==> config.mk <==
export PLATFORM = sky130hd
export DESIGN_NAME = stc0_egress_word_assembler_flat
export DESIGN_NICKNAME = d
export VERILOG_FILES = /design/src/rtl/stc0_egress_word_assembler_pkg.sv /design/src/rtl/stc0_egress_word_assembler_if.sv /design/src/rtl/stc0_egress_word_assembler_fifo.sv /design/src/rtl/stc0_egress_word_assembler.sv /design/src/flat_wrapper.sv
export SDC_FILE = /design/constraint.sdc
export NUM_CORES = 1
export LEC_CHECK = 0
export CAP_MARGIN = 10
export CELL_PAD_IN_SITES_DETAIL_PLACEMENT = 1
export CELL_PAD_IN_SITES_GLOBAL_PLACEMENT = 2
export CORE_MARGIN = 3
export CORE_UTILIZATION = 53
export DETAILED_ROUTE_END_ITERATION = 6
export PLACE_DENSITY = 0.87
export SLEW_MARGIN = 5
export SYNTH_ARGS = -nofsm -noshare
export SYNTH_HDL_FRONTEND = slang
export SYNTH_SLANG_ARGS = --single-unit
==> constraint.sdc <==
create_clock -name Clk -period 8.65 [get_ports Clk]
set_input_delay 0.865 -clock Clk [delete_from_list [all_inputs] [get_ports Clk]]
set_output_delay 0.865 -clock Clk [all_outputs]
set_load 0.02 [all_outputs]
==> src/rtl/stc0_egress_word_assembler_pkg.sv <==
// Shared constants and lane typing for the stc0 egress word assembler.
package stc0_egress_word_assembler_pkg;

  localparam int unsigned STC0_WORD_BYTES     = 4;
  localparam int unsigned DEF_FIFO_DEPTH      = 16;
  localparam int unsigned DEF_FIFO_DEPTH_LOG2 = 4;
  localparam int unsigned DEF_TIMEOUT_CYCLES  = 1023;

  // LANE_0 is the most significant byte of the assembled word.
  typedef enum logic [1:0] {
    LANE_0 = 2'd0,
    LANE_1 = 2'd1,
    LANE_2 = 2'd2,
    LANE_3 = 2'd3
  } lane_e;

  function automatic lane_e next_lane(input lane_e l);
    return lane_e'(l + 2'd1);
  endfunction

endpackage

==> src/rtl/stc0_egress_word_assembler_if.sv <==
// Byte-in / word-out handshake and status bundle of the egress word assembler.
interface stc0_egress_word_assembler_if #(
  parameter int unsigned FIFO_DEPTH_LOG2 = 4
);
  logic [7:0]               ED;
  logic                     EValid;
  logic [31:0]              Word;
  logic                     WordValid;
  logic                     WordReady;
  logic [FIFO_DEPTH_LOG2:0] Level;
  logic                     Overflow;
  logic                     Timeout;
  logic                     ClearStatus;

  modport master (
    output ED, EValid, WordReady, ClearStatus,
    input  Word, WordValid, Level, Overflow, Timeout
  );

  modport slave (
    input  ED, EValid, WordReady, ClearStatus,
    output Word, WordValid, Level, Overflow, Timeout
  );
endinterface

==> src/rtl/stc0_egress_word_assembler_fifo.sv <==
// stc0_sync_fifo: synchronous FIFO with extra-MSB pointers; head is read combinationally
// from registered storage, so a write becomes visible one cycle later.
module stc0_sync_fifo #(
  parameter int unsigned WIDTH      = 32,
  parameter int unsigned DEPTH      = 16,
  parameter int unsigned DEPTH_LOG2 = 4
) (
  input  logic                  clk,
  input  logic                  rst,
  input  logic                  push,
  input  logic [WIDTH-1:0]      push_data,
  input  logic                  pop,
  output logic [WIDTH-1:0]      pop_data,
  output logic [DEPTH_LOG2:0]   level,
  output logic                  full,
  output logic                  empty
);

  logic [WIDTH-1:0]    mem [DEPTH];
  logic [DEPTH_LOG2:0] wr_ptr;
  logic [DEPTH_LOG2:0] rd_ptr;
  logic                do_pop;
  logic                do_push;

  assign empty   = (wr_ptr == rd_ptr);
  assign full    = (wr_ptr[DEPTH_LOG2-1:0] == rd_ptr[DEPTH_LOG2-1:0]) &&
                   (wr_ptr[DEPTH_LOG2] != rd_ptr[DEPTH_LOG2]);
  assign do_pop  = pop && !empty;
  // When full, a same-cycle pop frees the slot the write lands in.
  assign do_push = push && (!full || do_pop);

  always_ff @(posedge clk) begin
    if (do_push) begin
      mem[wr_ptr[DEPTH_LOG2-1:0]] <= push_data;
    end
  end

  always_ff @(posedge clk) begin
    if (rst) begin
      wr_ptr <= '0;
      rd_ptr <= '0;
    end else begin
      if (do_push) wr_ptr <= wr_ptr + 1'b1;
      if (do_pop)  rd_ptr <= rd_ptr + 1'b1;
    end
  end

  assign pop_data = empty ? '0 : mem[rd_ptr[DEPTH_LOG2-1:0]];
  assign level    = wr_ptr - rd_ptr;

endmodule

==> src/rtl/stc0_egress_word_assembler.sv <==
// Packs the stc0 egress byte stream MSB-first into 32-bit words and buffers them.
// Optional partial-word timeout is built when STC0_EGRESS_TIMEOUT_EN is defined.
module stc0_egress_word_assembler
  import stc0_egress_word_assembler_pkg::*;
#(
  parameter int unsigned FIFO_DEPTH      = DEF_FIFO_DEPTH,
  parameter int unsigned FIFO_DEPTH_LOG2 = DEF_FIFO_DEPTH_LOG2,
  parameter int unsigned TIMEOUT_CYCLES  = DEF_TIMEOUT_CYCLES
) (
  input logic                          Clk,
  input logic                          ARst,
  stc0_egress_word_assembler_if.slave  bus
);

  localparam int unsigned WORD_W = STC0_WORD_BYTES * 8;

  lane_e             idx;
  logic [23:0]       shreg;
  logic [WORD_W-1:0] word_in;
  logic              byte_last;
  logic              pop;
  logic              push_ok;
  logic              drop;
  logic              fifo_full;
  logic              fifo_empty;
  logic              timeout_fire;
  logic              overflow_q;

  assign byte_last = bus.EValid && (idx == LANE_3);
  assign word_in   = {shreg, bus.ED};
  assign pop       = !fifo_empty && bus.WordReady;
  assign push_ok   = byte_last && (!fifo_full || pop);
  assign drop      = byte_last && fifo_full && !pop;

  // Lane index wraps even on a dropped word so alignment is never lost.
  always_ff @(posedge Clk) begin
    if (ARst) begin
      idx   <= LANE_0;
      shreg <= '0;
    end else if (timeout_fire) begin
      idx   <= LANE_0;
    end else if (bus.EValid) begin
      idx   <= next_lane(idx);
      shreg <= {shreg[15:0], bus.ED};
    end
  end

  always_ff @(posedge Clk) begin
    if (ARst) begin
      overflow_q <= 1'b0;
    end else begin
      overflow_q <= drop | (overflow_q & ~bus.ClearStatus);
    end
  end

`ifdef STC0_EGRESS_TIMEOUT_EN
  localparam int unsigned TO_W = $clog2(TIMEOUT_CYCLES + 1);

  logic [TO_W-1:0] idle_cnt;
  logic            timeout_q;

  assign timeout_fire = (idx != LANE_0) && !bus.EValid &&
                        (idle_cnt == TO_W'(TIMEOUT_CYCLES - 1));

  always_ff @(posedge Clk) begin
    if (ARst) begin
      idle_cnt  <= '0;
      timeout_q <= 1'b0;
    end else begin
      if (bus.EValid || (idx == LANE_0) || timeout_fire) begin
        idle_cnt <= '0;
      end else begin
        idle_cnt <= idle_cnt + TO_W'(1);
      end
      timeout_q <= timeout_fire | (timeout_q & ~bus.ClearStatus);
    end
  end

  assign bus.Timeout = timeout_q;
`else
  assign timeout_fire = 1'b0;
  assign bus.Timeout  = 1'b0;
`endif

  stc0_sync_fifo #(
    .WIDTH      (WORD_W),
    .DEPTH      (FIFO_DEPTH),
    .DEPTH_LOG2 (FIFO_DEPTH_LOG2)
  ) u_fifo (
    .clk       (Clk),
    .rst       (ARst),
    .push      (push_ok),
    .push_data (word_in),
    .pop       (pop),
    .pop_data  (bus.Word),
    .level     (bus.Level),
    .full      (fifo_full),
    .empty     (fifo_empty)
  );

  assign bus.WordValid = !fifo_empty;
  assign bus.Overflow  = overflow_q;

endmodule
==> src/flat_wrapper.sv <==
// flat-port wrapper written by rule: the top's interface ports become plain ports
module stc0_egress_word_assembler_flat import stc0_egress_word_assembler_pkg::*;
#(
  parameter int unsigned FIFO_DEPTH      = DEF_FIFO_DEPTH,
  parameter int unsigned FIFO_DEPTH_LOG2 = DEF_FIFO_DEPTH_LOG2,
  parameter int unsigned TIMEOUT_CYCLES  = DEF_TIMEOUT_CYCLES
)
  (Clk, ARst, bus_ED, bus_EValid, bus_WordReady, bus_ClearStatus, bus_Word, bus_WordValid, bus_Level, bus_Overflow, bus_Timeout);
  stc0_egress_word_assembler_if #(.FIFO_DEPTH_LOG2(FIFO_DEPTH_LOG2)) bus_i ();
  input logic Clk;
  input logic ARst;
  input wire logic [$bits(bus_i.ED)-1:0] bus_ED;
  input wire logic [$bits(bus_i.EValid)-1:0] bus_EValid;
  input wire logic [$bits(bus_i.WordReady)-1:0] bus_WordReady;
  input wire logic [$bits(bus_i.ClearStatus)-1:0] bus_ClearStatus;
  output wire logic [$bits(bus_i.Word)-1:0] bus_Word;
  output wire logic [$bits(bus_i.WordValid)-1:0] bus_WordValid;
  output wire logic [$bits(bus_i.Level)-1:0] bus_Level;
  output wire logic [$bits(bus_i.Overflow)-1:0] bus_Overflow;
  output wire logic [$bits(bus_i.Timeout)-1:0] bus_Timeout;
  assign bus_i.ED = bus_ED;
  assign bus_i.EValid = bus_EValid;
  assign bus_i.WordReady = bus_WordReady;
  assign bus_i.ClearStatus = bus_ClearStatus;
  assign bus_Word = bus_i.Word;
  assign bus_WordValid = bus_i.WordValid;
  assign bus_Level = bus_i.Level;
  assign bus_Overflow = bus_i.Overflow;
  assign bus_Timeout = bus_i.Timeout;
  stc0_egress_word_assembler #(.FIFO_DEPTH(FIFO_DEPTH), .FIFO_DEPTH_LOG2(FIFO_DEPTH_LOG2), .TIMEOUT_CYCLES(TIMEOUT_CYCLES)) u_core (.Clk(Clk), .ARst(ARst), .bus(bus_i));
endmodule
# [Word-level counts from Yosys, hierarchy flattened]
# Memory sizes are Yosys's and may differ from the RTL's. A register that Yosys moved wholly into a read port is not among the register bits.
# Cells that the tools add are included.
[word_totals] regBits=37 latch_bits=0 ram_bits=512 romBits=0 in_bits=13 elab_cells=35 n_memories=1
[memory_table] memory="u_core.u_fifo.mem" words=16 width=32 rd=1 rd_clocked_by_memory_dff=1 wr=1 line="stc0_egress_word_assembler_fifo.sv:19" text="logic [WIDTH-1:0] mem [DEPTH];"
[op_classes] add_sub_neg=4 multipliers=0 div=0 n_lt_le_gt_ge=0 n_eq_ne=4 shifts=0 n_mux=5 bitwise_logic=3 reduce_logical=13
[ops] operator="two-way mux 32 bit" n=1
[ops] operator="adder 5 x 1 -> 5 bit (second input constant)" n=2
[ops] operator="logical AND 1 bit" n=8
[ops] operator="two-way mux 4 bit" n=2
[ops] operator="equality test 5 bit" n=1
[ops] operator="subtractor 5 bit" n=1
[ops] operator="equality test 4 bit" n=1
[ops] operator="zero test 1 bit" n=3
[ops] operator="adder 2 x 1 -> 2 bit (second input constant)" n=1
[ops] operator="equality test 2 bit (second input constant)" n=1
[ops] operator="logical OR 1 bit" n=2
[ops] operator="two-way mux 1 bit" n=2
[ops] operator="AND 1 bit" n=1
[ops] operator="inequality test 1 bit" n=1
[ops] operator="NOT 1 bit" n=1
[ops] operator="OR 1 bit" n=1

# [Longest topological paths before layout]
# Gate-level depths: netlist of the first run.
[depth] depth_word=8 mapped_depth=7

# [Hierarchy]
# From an unflattened synthesis of the first run, not the netlist that was laid out.
[hier_totals] hier_cells=972 hier_area_um2=21305.4
[by_module_without_submodules] mod="stc0_sync_fifo" instances=1 cells_per_inst=877 area_per_inst_um2=20269.4 seq_area_each_um2=15655.0
[by_module_without_submodules] mod="stc0_egress_word_assembler" instances=1 cells_per_inst=95 area_per_inst_um2=1036.0 seq_area_each_um2=540.5

# [Worst setup path after synthesis of the first run]
# Ideal clock, no wire load.
[synth_path] kind="input to register" start="input port bus_EValid" end="memory u_core.u_fifo.mem[0][0] (enable)" arrival_time_ps=4102 required_time_ps=8189 setup_slack_ps=4087 cell_stages=5 n_path_buf=1 path_cell_list="clkbuf_1 nand2_1 a31oi_1 nand2_1 nor3_1"
[synth_via] elab_chain_len=5
[synth_lines] element="start: declaration" line="flat_wrapper.sv:13" text="input wire logic [$bits(bus_i.EValid)-1:0] bus_EValid;"
[synth_lines] element="logical AND 1 bit" line="stc0_egress_word_assembler.sv:29" text="assign byte_last = bus.EValid && (idx == LANE_3);"
[synth_lines] element="logical AND 1 bit" line="stc0_egress_word_assembler.sv:32" text="assign push_ok = byte_last && (!fifo_full || pop);"
[synth_lines] element="logical AND 1 bit" line="stc0_egress_word_assembler_fifo.sv:30" text="assign do_push = push && (!full || do_pop);"
[synth_lines] element="two-way mux 1 bit" line="stc0_egress_word_assembler_fifo.sv:33" text="if (do_push) begin"
[synth_lines] element="two-way mux 1 bit (not written as such)" line="stc0_egress_word_assembler_fifo.sv:34" text="mem[wr_ptr[DEPTH_LOG2-1:0]] <= push_data;"
[synth_lines] element="end: declaration" line="stc0_egress_word_assembler_fifo.sv:19"
# No other way between the ends.

==> results of run 1 <==
==> power breakdown <==
part	switching, uW	internal (uW)
Sequential	27.4	2920
Clock	948	1280
Combinational	52.0	42.6
==> layout make-up <==
type	count	area share
flip-flops and latches	553	0.672
multi-input cells	363	0.203
clock buffers	84	0.0640
repair buffers	73	0.0276
well taps	518	0.0269
clock inverters	14	0.00550
inverters	8	0.00125
==> critical path, stage by stage, from the launching register on <==
cell	delay (ns)
dfxtp_4	0.96
buf_4	0.82
mux4_2	0.62
and2b_1	0.19
a221o_1	0.26
clkdlybuf4s50_1	0.54
==> through the flow <==
stage,setup slack [ns],util
after CTS,3.51,0.617
after global placement,4.16,0.574
after floorplan,4.09,-
final,3.68,0.617
after detailed placement,4.12,0.574
after global routing,3.41,0.617
==> metal layers <==
layer  part of all wire  wire length, um
met1               0.41            20000
met2               0.52            25300
met3              0.055             2680
met4              0.020              968
met5                  0                0
==> synthesized netlist by cell type <==
cell type	n	area (um^2)
ha_1	10	125
or4_1	1	7.51
nand2b_1	3	18.8
fa_1	1	20.0
conb_1	1	3.75
mux2i_1	27	270
edfxtp_1	512	15400
a31oi_1	1	6.26
and2b_1	10	75.1
nor3_1	4	20.0
buf_2	11	55.1
a311oi_1	1	8.76
nand4_1	2	12.5
o21ai_0	3	15.0
buf_8	3	45.0
clkbuf_1	26	97.6
mux4_2	115	2590
nand2_1	6	22.5
o211ai_1	2	15.0
nor2b_1	22	138
mux4_1	13	342
dfxtp_1	41	821
or3_1	2	12.5
nor2_1	48	180
xor2_1	4	35.0
a21oi_1	7	35.0
buf_4	2	15.0
a31o_2	1	8.76
o21ai_1	1	5.00
a21o_1	2	15.0
inv_1	8	30.0
xnor2_1	8	70.1
nand3_1	3	15.0
buf_6	4	45.0
and4_1	1	8.76
buf_1	6	22.5
mux2_2	32	360
a221o_1	32	320
==> flip-flops by register name, indices dropped and copies added, names as in the netlist, named ones only <==
signal and count:
u_core.u_fifo.mem 512, u_core.shreg 24, u_core.u_fifo.rd_ptr 5, u_core.u_fifo.wr_ptr 5, u_core.idx 2, u_core.bus.Overflow 1
==> kinds of logic (layout without fill, tap and decap cells) <==
| logic type | count (synthesis) | after routing |
|---|---|---|
| multiplexers | 187 | 187 |
| AND/OR/NAND/NOR | 102 | 102 |
| AO/OA/AOI/OAI | 50 | 50 |
| flip-flops | 553 | 553 |
| other | 1 | 1 |
| adder cells (fa/ha/maj) | 11 | 11 |
| XOR/XNOR | 12 | 12 |
| buffers and inverters | 60 | 179 |
==> final timing paths <==
kind,end,depth (start not counted),slack [ns]
setup / recovery,bus_Word[23],5,3.68
setup reg to reg,u_core.u_fifo.mem[0][8],6,4.75
hold reg to reg,u_core.bus.Overflow,2,0.48
hold / removal,u_core.bus.Overflow,2,0.48
==> impl_metrics.ini, run 1 <==
[outcome]
outcome = completed

[placement]
dp_hpwl_um = 26100
placed_cell_area_um2 = 22400
port_buffers = 51
place_inst = 1515
gp_congestion = 0.709

[timing]
slew_viol_final = 0
setup_violations = 0
tns_ns = 0
period_needed_ns = 4.97
tightest_slew_ns = 1.06
hold_ws_ns = 0.484
skew_ns = 0.0189
fmaxAchievable_mhz = 201
final-hold-violation-count = 0
post-route-period-util = 0.574
slew_headroom = 0.286
rsz0062_at_grt = false

[worst_setup_path]
crit_type = flop to output pin
end_kind = output pin
rr_startpoint = u_core.u_fifo.wr_ptr[2]
worstPathRequired_ns = 7.79
worstPathArrival_ns = 4.10
critPathMaxFanout = 49
start_kind = flop

[drt]
drc = 0
vias = 10100
routedWlPerCell_um = 30.3
final_antenna_net_count = 0
first_pass_iters = 5
vias_per_cell = 6.28
dr.first_iter.drc_count = 921
drt-total-wl_um = 48900

[logic_synthesis]
syn_area_um2 = 21300
syn_inst = 976
syn_avg_cell_area_um2 = 21.8
synth-seq-cells = 553
synthSimpleGateAreaFrac = 0.0240
yosys_warnings = 0
synth-adder-area-share = 0.00683
synth_mux_area_frac = 0.168
synth-xor-area-share = 0.00494
syn_nets = 1000
yosysSeqAreaShare = 0.762
synth-compound-area-share = 0.0202
synth.distinct_cells = 38
synth_top_family_by_area = multiplexers

[die]
start_util = 0.544
rows = 72
core_um2 = 39100
io_pins = 53
dieArea_um2 = 42600
fp.dieW_um = 206
fp.dieH_um = 206

[clock_network]
post_cts_buffers = 0
cts_buffer_depth = 3
h-tree-depth = 2
clock_sinks = 553
path_clk_slew_ns = 0.06
cts_resized = 0
cts-hold-fix-buffers = 0
insertion_delay_ns = 0.59
cts_tree = done
root_buffer = clkbuf_16
cts_buffers = 54

[global_route]
grt_util_met3 = 0.0353
gr-max-usage-layer = met2
track_usage = 0.239
global_route.usage.met2 = 0.404
antenna_found_initial = 0
grt_pass1_vias = 11100
grt_pass1_wl_um = 73500
grt-ovfl-total = 0
grt_max_degree = 67
use_met1 = 0.331

[layout]
multi_input_area_um2 = 4880
final_cells = 1613
antennaDiodeCount = 0
final_common_cell = edfxtp_1
drive_gt1_frac = 0.241
nNetsFinal = 1077
final_area_um2 = 24100
seqCellArea_um2 = 16200
area_growth_syn_to_layout_pct = 13.4
n_fill_cell = 3234
layout_common_cells = 512 x edfxtp_1, 115 x mux4_2, 54 x clkbuf_16

[flow_run]
cap_violations = 0

[power]
p_per_area_nw_per_um2 = 218
p_total_uw = 5270
p_leak_uw = 0.00748
ir_drop_uv = 213

[min_path]
hp-class = flop to flop
min-delay-start = u_core.bus.Overflow
Note: power is estimated with default switching activity, not from simulation.
==> run 2: changes to the inputs <==
--- a/config.mk
+++ b/config.mk
@@ -9,9 +9,9 @@
 export CELL_PAD_IN_SITES_DETAIL_PLACEMENT = 1
 export CELL_PAD_IN_SITES_GLOBAL_PLACEMENT = 2
 export CORE_MARGIN = 3
-export CORE_UTILIZATION = 53
+export CORE_UTILIZATION = 49
 export DETAILED_ROUTE_END_ITERATION = 6
-export PLACE_DENSITY = 0.87
+export PLACE_DENSITY = 0.82
 export SLEW_MARGIN = 5
 export SYNTH_ARGS = -nofsm -noshare
 export SYNTH_HDL_FRONTEND = slang
==> constraint.sdc (replaced) <==
create_clock -name Clk -period 4.7 [get_ports Clk]
set_input_delay 0.47 -clock Clk [delete_from_list [all_inputs] [get_ports Clk]]
set_output_delay 0.47 -clock Clk [all_outputs]
set_load 0.02 [all_outputs]
==> run 2 against run 1 <==
Net effect:
- clock skew rose by 0.0083 ns
- highest routed layer is now met5
- worst setup slack lost 3.2 ns
- critical endpoint is now bus_Word[26]
- cell count increased by 4.7%
==> impl_metrics.ini, run 2 (synthesis gave the netlist of run 1 again) <==
[outcome]
outcome = completed

[power]
power.switching_uw = 1920
p_int_uw = 7780
pwr-share-clk = 0.424
swShare = 0.198
p_leak_uw = 0.00757
p_per_area_nw_per_um2 = 399
combPwrFrac = 0.019
p_seq_frac = 0.558
ir_drop_uv = 286

[layout]
antennaDiodeCount = 0
nNetsFinal = 1092
layout_common_cells = 512 x edfxtp_1, 115 x mux4_2, 55 x clkbuf_16
largest_reg_flops = 512
area_growth_syn_to_layout_pct = 14.5
final_common_cell = edfxtp_1
drive_gt1_frac = 0.257
utilization = 0.574

[die]
rows = 75
fp.dieW_um = 214
io_pins = 53
dieArea_um2 = 45900
fp.dieH_um = 214
core_um2 = 42400
start_util = 0.501

[clock_network]
post_cts_buffers = 0
cts_tree = done
clock_sinks = 553
cts-hold-fix-buffers = 0
cts_buffer_depth = 3
root_buffer = clkbuf_16
cts_resized = 0
path_clk_slew_ns = 0.06
h-tree-depth = 2
cts_buffers = 54
insertion_delay_ns = 0.60

[timing]
setup_violations = 0
post-route-period-util = 0.893
tightest_slew_ns = 0.986
slew_headroom = 0.341
skew_ns = 0.0271
final-hold-violation-count = 0
fin_ws_ns = 0.504
slew_viol_final = 0
rsz0062_at_grt = false
fmaxAchievable_mhz = 238
tns_ns = 0
period_needed_ns = 4.20

[global_route]
grt_pass1_wl_um = 74200
grt-ovfl-total = 0
track_usage = 0.220
grt_max_degree = 46
antenna_found_initial = 1
grt_pass1_vias = 11000

[placement]
pre_cts_slack_ns = 1.18
port_buffers = 51
dp_hpwl_um = 27500
gp_congestion = 0.728

[worst_setup_path]
worstPathRequired_ns = 4.23
crit_type = flop to output pin
ff2ff_path_depth = 6
end_kind = output pin
start_kind = flop
worstPathArrival_ns = 3.73
critPathMaxFanout = 14

[min_path]
hp-class = input pin to flop
hold_depth = 4

[drt]
vias_per_cell = 5.98
top_layer_used = met5
dr_wl_met2_um = 25000
wl_met1_um = 20300
drc = 0
vias = 10100
met3_length_um = 2800
final_antenna_net_count = 0
first_pass_iters = 5
dr.first_iter.drc_count = 1048
drt-total-wl_um = 49400
routedWlPerCell_um = 29.2

[flow_run]
cap_violations = 0
## run 2: cell count changes in the layout (fill, tap and decap cells not counted), sizes merged
cell / change
clkbuf: -16
clkinvlp: +5
buf: +15
bufinv: +1
clkinv: +13
inv: -1
## run 2: power groups by stage
stage               Sequential (uW)  Clock [uW]  Combinational [uW]
floorplan                      5490           0                 106
global placement               5510           0                 179
detailed placement             5510           0                 183
CTS                            5410        4200                 184
global route                   5410        4400                 195
finish                         5410        4110                 181
## run 2: cell type report
cell class	instances	area, um^2
clock buffer	68	1450
clock inverter	32	235
fill	3604	18100
inverter	8	30.0
multi-input combinational	363	4880
sequential	553	16200
tap	577	722
timing repair buffer	88	816
## run 2: metal layers
metal,GRT usage,vias up
li1,-,4243
met1,0.298,5400
met2,0.371,379
met3,0.0360,84
met4,0.0670,2
met5,0,-
## run 2: worst paths after layout
kind	slack, ns	from	endpoint
worst min-delay path	0.37	bus_EValid	u_core.bus.Overflow
worst max register to register	1.19	u_core.u_fifo.wr_ptr[2]	u_core.u_fifo.mem[8][8]
worst min register to register	0.48	u_core.bus.Overflow	u_core.bus.Overflow
worst max-delay path	0.50	u_core.u_fifo.wr_ptr[2]	bus_Word[26]
## run 2: worst max-delay path: stages (launching register included)
cell and delay [ns]:
dfxtp_1 0.58, ha_1 0.37, and4_1 0.32, a21oi_4 0.64, buf_4 0.32, a221o_1 0.24
clkdlybuf4s50_1 0.65
## run 2: per-stage QoR
step / power, uW / cells / hold WS, ns / instance area [um^2]
2_1_floorplan: 5600 / 976 / 0.465 / 21300
3_3_place_gp: 5690 / 1589 / 0.466 / 22700
3_5_place_dp: 5700 / 1589 / 0.475 / 22700
4_1_cts: 9790 / 1689 / 0.337 / 24300
5_1_grt: 10000 / 1689 / 0.375 / 24300
6_report: 9700 / 1689 / 0.366 / 24300
==> run 3: changes to the inputs <==
--- a/config.mk
+++ b/config.mk
@@ -11,8 +11,9 @@
 export CORE_MARGIN = 3
 export CORE_UTILIZATION = 49
 export DETAILED_ROUTE_END_ITERATION = 6
-export PLACE_DENSITY = 0.82
+export PLACE_DENSITY = 0.81
 export SLEW_MARGIN = 5
 export SYNTH_ARGS = -nofsm -noshare
 export SYNTH_HDL_FRONTEND = slang
+export SYNTH_HIERARCHICAL = 1
 export SYNTH_SLANG_ARGS = --single-unit
==> run 3 against run 2 <==
Net effect:
- worst setup slack gained 0.0056 ns
- clock power grew 1%
- synthesized area grew 0.21%
- global-route usage shrank 1.0 points
- die area grew 0.20%
- cell count shrank 0.77%
- clock skew shrank 0.012 ns
- final area shrank 0.21%
- largest power group unchanged
- register-to-register slack lost 0.51 ns
- first-iteration DRC count shrank 24%
==> impl_metrics.ini, run 3 <==
[outcome]
outcome = completed

[global_route]
grt_pass1_vias = 10900
antenna_found_initial = 0
grt-ovfl-total = 0
grt_max_degree = 50
track_usage = 0.209
grt_pass1_wl_um = 71600

[die]
rows = 75
io_pins = 53
fp.dieW_um = 215
start_util = 0.502
fp.dieH_um = 215
dieArea_um2 = 46000
core_um2 = 42400

[timing]
slew_viol_final = 0
setup_violations = 0
period_needed_ns = 4.19
tightest_slew_ns = 1.12
slew_headroom = 0.254
post-route-period-util = 0.892
fmaxAchievable_mhz = 239
tns_ns = 0
skew_ns = 0.0156
hold_ws_ns = 0.268
rsz0062_at_grt = false
final-hold-violation-count = 0

[logic_synthesis]
syn_avg_cell_area_um2 = 21.9
synth_most_common_cell = edfxtp_1
synth_mux_area_frac = 0.167
yosys_warnings = 6
yosysTopAreaCellShare = 0.722
synth-adder-area-share = 0.00681
synth-compound-area-share = 0.0198
yosys-top-cells-area = edfxtp_1 72%, mux4_2 13%, dfxtp_1 3.9%, mux2_2 1.7%, a221o_1 1.5%
synth.distinct_cells = 42
synthTopCellsByCount = 512 x edfxtp_1, 124 x mux4_2, 41 x dfxtp_1
synth_edf_count = 512
yosysSeqAreaShare = 0.760
synth_top_family_by_area = multiplexers
syn_nets = 996
syn_inst = 972
synthFlopType = edfxtp_1
synthSimpleGateAreaFrac = 0.0259
syn_area_um2 = 21300
synth-seq-cells = 553
synth-xor-area-share = 0.00452
synth_top_area_cell = edfxtp_1
synthArstFlopShare = 0

[power]
swShare = 0.192
p_per_area_nw_per_um2 = 398
power.switching_uw = 1850
p_total_uw = 9660
ir_drop_uv = 317
p_seq_frac = 0.560
combPwrFrac = 0.010
pwr-share-clk = 0.430
p_leak_uw = 0.00756
p_int_uw = 7810

[clock_network]
path_clk_slew_ns = 0.06
root_buffer = clkbuf_16
cts_buffer_depth = 3
clock_sinks = 553
cts_tree = done
post_cts_buffers = 0
insertion_delay_ns = 0.59
h-tree-depth = 2
cts_buffers = 54
cts_resized = 0
cts-hold-fix-buffers = 0

[drt]
drc = 0
dr.first_iter.drc_count = 795
vias_per_cell = 5.94
vias = 9948
final_antenna_net_count = 0
routedWlPerCell_um = 28.2
drt-total-wl_um = 47300
first_pass_iters = 5

[worst_setup_path]
critPathMaxFanout = 17
worstPathRequired_ns = 4.23
worstPathArrival_ns = 3.72
crit_type = flop to output pin
start_kind = flop
end_kind = output pin

[layout]
area_growth_syn_to_layout_pct = 14.0
n_fill_cell = 3627
layout_common_cells = 512 x edfxtp_1, 124 x mux4_2, 55 x clkbuf_16
largest_reg_flops = 512
drive_gt1_frac = 0.259
final_common_cell = edfxtp_1
seqCellArea_um2 = 16200
utilization = 0.573
nNetsFinal = 1079
antennaDiodeCount = 0
multi_input_area_um2 = 4810

[min_path]
hp-class = input pin to flop

[flow_run]
cap_violations = 0

[placement]
port_buffers = 51
dp_hpwl_um = 27500
gp_congestion = 0.752
## run 3: cell count changes in the layout (fill, tap and decap cells not counted), sizes merged, moves of 6 or more
cell / previous run / this run
and2b: 10 / 3
and3: 0 / 12
buf: 39 / 28
clkbuf: 68 / 78
clkinv: 23 / 17
nor2: 48 / 40
nor2b: 22 / 33
## run 3: area by class of cell
class,instances,share of cell area
repair buffers,77,0.0333
clock buffers,78,0.0627
flip-flops and latches,553,0.667
clock inverters,22,0.00757
inverters,9,0.00139
multi-input cells,360,0.198
well taps,577,0.0297
## run 3: critical path: stages, from the launching register on
cell and delay (ns):
dfxtp_1 0.42, inv_1 0.12, ha_1 0.31, nand4_1 0.33
o211ai_4 0.71, buf_12 0.25, and2b_1 0.19, a221o_1 0.25
clkdlybuf4s50_1 0.53
## run 3: final timing paths
check                        endpoint                     from  depth (start not counted)  slack [ns]
min reg2reg             u_core/idx[1]            u_core/idx[1]                          2        0.50
max reg2reg  u_core/u_fifo/mem[7][27]  u_core/u_fifo/wr_ptr[0]                         10        0.68
max                      bus_Word[24]  u_core/u_fifo/wr_ptr[0]                          8        0.51
min               u_core/bus.Overflow               bus_EValid                          3        0.27
## run 3: metrics by stage
| step | instance area [um^2] | std cells | setup WS [ns] |
|---|---|---|---|
| detailed placement | 22600 | 1576 | 0.752 |
| global route | 24300 | 1676 | 0.303 |
| global placement | 22600 | 1576 | 0.921 |
| CTS | 24300 | 1676 | 0.467 |
| finish | 24300 | 1676 | 0.509 |
| floorplan | 21300 | 972 | 1.40 |
## run 3: metal layers
layer | share of wire | vias up | track usage | wire, um
li1 | - | 4205 | - | -
met3 | 0.053 | 64 | 0.0326 | 2510
met5 | 0 | - | 0 | 0
met4 | 0.025 | 0 | 0.0663 | 1210
met1 | 0.41 | 5368 | 0.285 | 19500
met2 | 0.51 | 311 | 0.352 | 24100
## run 3: kinds of logic after synthesis
group / after synthesis
muxes: 189
adders and majority gates: 11
other: 1
xor gates and xnor gates: 11
AOI/OAI and AO/OA: 46
buffers and inverters: 59
and+or+nand+nor: 102
DFF: 553
## run 3: power groups by stage
stage | sequential, uW | combinational (uW) | clock, uW
floorplan | 5490 | 53.4 | 0
global placement | 5510 | 98.0 | 0
detailed placement | 5510 | 102 | 0
CTS | 5410 | 103 | 4260
global route | 5410 | 109 | 4450
finish | 5410 | 101 | 4150
